<file path="src/rtl/coproc_dispatch.sv">
// Shared-execution-unit dispatcher: accepts a one-hot grant, latches that requester's
// operands and runs add/sub/and (1 cycle) or shift-add multiply (data_w cycles).
module coproc_dispatch #(
    parameter int unsigned width  = 4,
    parameter int unsigned data_w = 8
) (
    input  logic                      in_clk,
    input  logic                      in_reset,
    input  logic [width-1:0]          in_grant,
    input  logic [width*data_w-1:0]   in_op_a,
    input  logic [width*data_w-1:0]   in_op_b,
    input  logic [2*width-1:0]        in_opcode,
    output logic [2*data_w-1:0]       out_result,
    output logic [width-1:0]          out_done,
    output logic                      out_busy,
    output logic                      out_error
);

    localparam int unsigned IDX_W = (width > 1) ? $clog2(width) : 1;
    localparam int unsigned RES_W = 2 * data_w;
    localparam int unsigned CNT_W = $clog2(data_w) + 1;

    typedef enum logic [1:0] {S_IDLE, S_EXEC, S_DONE, S_RELEASE} state_t;
    typedef enum logic [1:0] {OP_ADD = 2'b00, OP_SUB = 2'b01, OP_AND = 2'b10, OP_MUL = 2'b11} op_t;

    state_t             state;
    op_t                op_q;
    logic [IDX_W-1:0]   idx_q;
    logic [RES_W-1:0]   a_q;
    logic [data_w-1:0]  b_q;
    logic [RES_W-1:0]   acc_q;
    logic [CNT_W-1:0]   cnt_q;

    logic [IDX_W-1:0]   grant_idx_c;
    logic               grant_ok_c;
    logic               grant_bad_c;
    logic [data_w:0]    sum_c;
    logic [data_w:0]    diff_c;
    logic [RES_W-1:0]   mul_step_c;
    logic               exec_done_c;
    logic [RES_W-1:0]   exec_res_c;

    // Encode the granted requester's index.
    always_comb begin
        grant_idx_c = '0;
        for (int unsigned i = 0; i < width; i++) begin
            if (in_grant[i]) grant_idx_c = IDX_W'(i);
        end
    end

    assign grant_ok_c  = $onehot(in_grant);
    assign grant_bad_c = (|in_grant) && !grant_ok_c;

    // Shared datapath; the subtract's extra top bit is the borrow.
    assign sum_c      = {1'b0, a_q[data_w-1:0]} + {1'b0, b_q};
    assign diff_c     = {1'b0, a_q[data_w-1:0]} - {1'b0, b_q};
    assign mul_step_c = acc_q + (b_q[0] ? a_q : '0);

    always_comb begin
        exec_done_c = (op_q != OP_MUL) || (cnt_q == CNT_W'(data_w - 1));
        exec_res_c  = '0;
        case (op_q)
            OP_ADD:  exec_res_c = RES_W'(sum_c);
            OP_SUB:  exec_res_c = RES_W'(diff_c);
            OP_AND:  exec_res_c = RES_W'(a_q[data_w-1:0] & b_q);
            default: exec_res_c = mul_step_c;
        endcase
    end

    always_ff @(posedge in_clk or negedge in_reset) begin
        if (!in_reset) begin
            state      <= S_IDLE;
            op_q       <= OP_ADD;
            idx_q      <= '0;
            a_q        <= '0;
            b_q        <= '0;
            acc_q      <= '0;
            cnt_q      <= '0;
            out_result <= '0;
            out_done   <= '0;
            out_busy   <= 1'b0;
            out_error  <= 1'b0;
        end else begin
            out_done  <= '0;
            out_error <= 1'b0;
            case (state)
                S_IDLE: begin
                    if (grant_ok_c) begin
                        idx_q    <= grant_idx_c;
                        a_q      <= RES_W'(in_op_a[grant_idx_c*data_w +: data_w]);
                        b_q      <= in_op_b[grant_idx_c*data_w +: data_w];
                        op_q     <= op_t'(in_opcode[grant_idx_c*2 +: 2]);
                        acc_q    <= '0;
                        cnt_q    <= '0;
                        state    <= S_EXEC;
                        out_busy <= 1'b1;
                    end else if (grant_bad_c) begin
                        out_error <= 1'b1;
                    end
                end
                S_EXEC: begin
                    // A dropped grant abandons the operation without touching the result.
                    if (!in_grant[idx_q]) begin
                        state    <= S_IDLE;
                        out_busy <= 1'b0;
                    end else if (exec_done_c) begin
                        out_result <= exec_res_c;
                        out_done   <= width'(1) << idx_q;
                        state      <= S_DONE;
                    end else begin
                        acc_q <= mul_step_c;
                        a_q   <= a_q << 1;
                        b_q   <= b_q >> 1;
                        cnt_q <= cnt_q + CNT_W'(1);
                    end
                end
                S_DONE: begin
                    state <= S_RELEASE;
                end
                S_RELEASE: begin
                    if (!in_grant[idx_q]) begin
                        state    <= S_IDLE;
                        out_busy <= 1'b0;
                    end
                end
                default: begin
                    state    <= S_IDLE;
                    out_busy <= 1'b0;
                end
            endcase
        end
    end

endmodule

</file>
<file path="config.mk">
export PLATFORM = sky130hd
export DESIGN_NAME = coproc_dispatch
export DESIGN_NICKNAME = d
export VERILOG_FILES = /design/src/rtl/coproc_dispatch.sv
export SDC_FILE = /design/constraint.sdc
export NUM_CORES = 1
export LEC_CHECK = 0
export ABC_AREA = 1
export CAP_MARGIN = 40
export CORE_UTILIZATION = 53
export CTS_BUF_LIST = sky130_fd_sc_hd__clkbuf_8
export DETAILED_ROUTE_END_ITERATION = 8
export PLACE_DENSITY = 0.81
export SYNTH_ARGS = -nofsm -noshare
export SYNTH_HDL_FRONTEND = slang
export SYNTH_SLANG_ARGS = --single-unit
</file>
<file path="constraint.sdc">
create_clock -name in_clk -period 4 [get_ports in_clk]
set_input_delay 0.6 -clock in_clk [delete_from_list [all_inputs] [get_ports in_clk]]
set_output_delay 0.6 -clock in_clk [all_outputs]
set_load 0.005 [all_outputs]
</file>
Word level (Yosys, flattened, before mapping)
Cells that the tools add are included.

cells by class
  add/subtract/negate cells = 7
  order comparisons = 1
  equal/unequal tests = 14
  shift-type cells = 4
  mux-type cells = 37
  bitwise logic cells = 1
  reduce and logical (&&, ||, !) cells = 14

operators with widths
  operator                                                               number
  16-bit 2-to-1 mux                                                      7
  16-bit one-hot mux with 2 select lines                                 2
  32-bit by 6-bit variable part select with 8-bit output                 2
  16-bit one-hot mux with 3 select lines                                 1
  4-bit 2-to-1 mux                                                       6
  8-bit 2-to-1 mux                                                       3
  16-bit adder                                                           1
  8-bit one-hot mux with 2 select lines                                  1
  2-bit 2-to-1 mux                                                       6
  2-bit inequality test, second input constant                           6
  8-bit by 8-bit adder with 9-bit output                                 1
  3-bit AND reduction                                                    3
  8-bit by 8-bit subtractor with 9-bit output                            1
  8-bit bitwise AND                                                      1
  2-bit one-hot mux with 4 select lines                                  1
  4-bit one-hot mux with 2 select lines                                  1
  8-bit by 4-bit variable part select with 2-bit output                  1
  1-bit 2-to-1 mux                                                       7
  2-bit equality test, second input constant                             3
  1-bit by 1-bit adder with 2-bit output                                 2
  4-bit by 1-bit adder with 4-bit output, second input constant          1
  2-bit by 1-bit equality test with 1-bit output, second input constant  2
  4-bit by 3-bit equality test with 1-bit output, second input constant  1
  2-bit zero test                                                        2
  15 further kinds                                                       16

storage, ports and cells
  register bits = 72
  output and inout port bits = 22

Longest topological paths before layout
  word-level depth = 8
  gate-level depth with buffers = 18

Worst setup path after synthesis
No wires, ideal clock.

  kind = input port to flip-flop
  start point = in in_grant[3]
  end point = reg acc_q[2]
  library setup time = 0.121 ns
  data arrival time = 2.606 ns
  path slack = 1.273 ns
  stages = 12
  path buffers = 2
  path through = inv_2 -> clkbuf_1 -> fa_1 -> inv_1 -> ha_1 -> ha_1 -> nor2_1 -> nand3_2 -> o21ai_4 -> nand2_4 -> buf_6 -> a22o_1

on the way
  cells in the longest elaborated chain, start to end = 5
  elaborated cells on any way between the ends = 8

ends and longest elaborated chain
  item                                                          line  RTL
  start, declared                                               9     input logic [width-1:0] in_grant,
  1-bit by 1-bit adder with 2-bit output (implied by the code)  51    assign grant_ok_c = $onehot(in_grant);
  2-bit by 2-bit adder with 3-bit output (implied by the code)  51
  3-bit by 1-bit equality test with 1-bit output                51
  2-bit inequality test (no line)                               -
  4-bit AND reduction (no line) *                               -
  end signal, assigned                                          111   acc_q <= mul_step_c;
  end, declared                                                 31    logic [RES_W-1:0] acc_q;

Mark *: on every way between the ends. The rest lies on a longest branch, timed or not. The select of a mux whose other input is x is not followed.
A chain may end at the register's enable or synchronous reset.

Worst setup path after layout
  start point = in in_grant[1]
  end point = reg cnt_q[2]

on the way
  cells in the longest elaborated chain, start to end = 5
  elaborated cells on any way between the ends = 8

ends and longest elaborated chain
  item                                                          line  RTL
  1-bit by 1-bit adder with 2-bit output (implied by the code)  51
  2-bit by 2-bit adder with 3-bit output (implied by the code)  51
  3-bit by 1-bit equality test with 1-bit output                51
  2-bit inequality test (no line)                               -
  4-bit AND reduction (no line) *                               -
  end signal, assigned                                          114   cnt_q <= cnt_q + CNT_W'(1);
  end, declared                                                 32    logic [CNT_W-1:0] cnt_q;

Marks and branches as above.

==> flow_summary_export.csv <==
group,metric,value,unit
clock_network,cts-htree-levels,3,
hold_path,hold_class,"in2async",
cells_and_area,layout-drive-gt1-share,6.08,%
clock_network,tritoncts,"yes",
drt,first_pass_iters,5,
floorplanning,rows,36,
global_route,grt.total_usage,30.8,%
timing,timing.fmax,0.309,GHz
timing,relSlewSlack,56.4,%
place,place_inst,990,
timing,hold_viol,0,
global_route,overflow,0,
timing,rsz0062_at_grt,"no",
place,dpl.hpwl,11.7,mm
critical_path,r2r_slack,1.15,ns
critical_path,arrival,3.53,ns
cells_and_area,mostFrequentLayoutCell,"nand2_1",
critical_path,crit_family,"buffers and inverters",
critical_path,crit_start,"in_grant[1]",
cells_and_area,regArea,0.00180,sq mm
clock_network,post-cts-setup-buffers,0,
critical_path,crit_path_end_kind,"flop",
timing,fin_crit_sh,80.9,%
drt,initialDrtViolationCount,309,
yosys,syn_avg_cell_area,6.82,sq um
clock_network,cts_buffers,9,
cells_and_area,finalNetCount,978,
job,cap_violations,0,
place,place.gp.congestion,0.890,
yosys,ys_types,38,
critical_path,r2r_start,"b_q[0]",
timing,setup_viol,0,
cells_and_area,fillers,841,
floorplanning,start_util,54.3,%
critical_path,required,4.29,ns
status,status,"complete, no violations",
timing,period_needed,3.24,ns
floorplanning,die-height,102,um
timing,finClkSkew,0.00961,ns
critical_path,crit_fanout,43,
drt,wirelength,15.3,mm
clock_network,cts_resized,0,
yosys,syn_area,0.00529,sq mm
global_route,antenna_found_initial,0,
drt,num_vias,5579,
clock_network,cts.clk_slew.worst_paths,0.08,ns
yosys,syn_nets,885,
cells_and_area,multiInputGateArea,0.00294,sq mm
yosys,yosysWarningCount,0,
drt,drtAntennaViolNets,0,
critical_path,worst_path_max_delay_cell,"clkdlybuf4s50_1",
global_route,grt_pass1_wl,24.5,mm
floorplanning,die-area,0.0104,sq mm
clock_network,clock_path_buffers,2,
drt,wire_per_inst,15.2,um
floorplanning,num_io_pins,100,
timing,finalMaxSlewViolations,0,
global_route,first_global_vias,5274,
power_and_ir_drop,ir_drop,0.000364,V
timing,fin_hold_ws,0.0660,ns
global_route,grt_max_degree,44,
place,numPortBuffers,99,
clock_network,cts.sinks,72,
cells_and_area,fin_cells,1005,
cells_and_area,diodes,0,
clock_network,cts_hold_buf,0,
power_and_ir_drop,powerDensity,644,mW/mm^2
critical_path,cp_cell_sequence,"clkdlybuf4s50_1 > inv_1 > fa_1 > inv_1 > ha_1 > ha_1 > nor2_1 > nand3_2 > o21ai_4 > nand2_4 > inv_2 > nand3_1 > o21ai_0",
critical_path,cp-start-kind,"input port",
floorplanning,die_w,102,um
cells_and_area,final_cell_mix,"237 x nand2_1, 105 x inv_1, 98 x clkdlybuf4s50_1",
drt,viasPerCell,5.55,
yosys,syn_inst,775,
clock_network,cts-root-buf,"clkbuf_8",
critical_path,worst-path-buf-inv,4,
clock_network,clk_latency,0.37,ns
yosys,synth_seq_cells,72,
critical_path,reg2reg_to,"out_result[7]",
critical_path,reg2regPathDepth,15,
floorplanning,design.core.area,0.00973,sq mm
power_and_ir_drop,finalPower,4.24,mW
drt,drc,0,
power_and_ir_drop,leakagePower,3.49,nW
cells_and_area,syn2layout_area_growth,24.7,%
timing,worst_slew_pin_slew,0.653,ns
critical_path,slowest_delay,0.54,ns
critical_path,crit_type,"in2reg",
yosys,seq_area_frac_synth,34.1,%
timing,setup_tns,0,ns
-- cells in the mapped netlist, drive strengths merged --
master,n,share of area [%]
clkbuf,5,0.36
fa,3,1.1
nor3,12,1.1
or2,3,0.36
a21boi,1,0.14
a22o,3,0.50
and2,1,0.12
a21oi,29,3.2
dfrtp,72,34
o211ai,3,0.52
a221oi,1,0.17
inv,112,8.0
a31oi,1,0.12
xor2,12,2.0
nand3,71,6.8
nand2,240,17
o31ai,1,0.24
o21ai,64,6.3
o22ai,23,2.7
nand3b,5,0.71
ha,29,6.9
nor2,59,4.4
nand4,5,0.71
buf,20,2.1
-- routing by layer --
metal  global-route usage, %  routed length [um]  vias to the layer above
met1                    39.6                6440                     2565
li1                        -                   -                     2687
met3                    4.92                1150                       45
met4                    14.2                 519                        0
met2                    51.2                7200                      282
met5                       0                   0                        -
-- worst max-delay path by stage --
stage / endpoint / cells past startpoint
2_1_floorplan: acc_q[2] / 12
3_3_place_gp: cnt_q[2] / 13
3_5_place_dp: cnt_q[2] / 13
4_1_cts: cnt_q[2] / 13
5_1_grt: cnt_q[2] / 13
6_report: cnt_q[2] / 13
-- worst reg2reg max path, stage by stage, from the launching register on --
cell and delay, ns:
dfrtp_1 0.77, inv_1 0.14, ha_1 0.25, nand3_1 0.13
nand2_1 0.09, o21ai_1 0.11, xor2_1 0.21, ha_1 0.32
nand2_1 0.11, inv_1 0.04, a21oi_1 0.17, nand3_1 0.11
nand3_1 0.10, nand3_1 0.10, nand2_1 0.07, inv_1 0.03
-- power by group --
| part | leakage (nW) | total [mW] | internal [mW] | switching, mW |
|---|---|---|---|---|
| clock network | 0.107 | 0.652 | 0.347 | 0.306 |
| logic | 2.44 | 2.40 | 0.900 | 1.50 |
| registers | 0.950 | 1.19 | 0.946 | 0.242 |
-- cell type report --
class | count | area share [%]
Sequential cell | 72 | 27.3
Clock inverter | 6 | 1.29
Inverter | 112 | 6.38
Tap cell | 133 | 2.52
Timing Repair Buffer | 107 | 16.1
Multi-Input combinational cell | 566 | 44.5
Clock buffer | 9 | 1.88
-- cell families after synthesis --
family | synth area share (%)
and+or+nand+nor | 31.6
adders and majority gates | 8.00
buffers and inverters | 10.4
AOI/OAI and AO/OA | 13.9
DFF | 34.1
xor gates and xnor gates | 1.99
-- state kept, by name (all words and copies together), names as in the netlist, named ones only --
name / count
a_q: 16
acc_q: 16
b_q: 8
cnt_q: 4
idx_q: 2
op_q: 2
out_busy: 1
out_done: 4
out_error: 1
out_result: 16
state: 1
-- stage by stage --
stage	worst slack, ns	utilization, %	cell area (sq um)
finish	0.762	67.8	6590
global route	0.529	67.8	6590
global placement	0.402	65.4	6360
detailed placement	0.366	65.6	6380
floorplan	1.27	-	5290
CTS	0.738	67.8	6590
No activity file was read; power rests on OpenSTA's default activity.
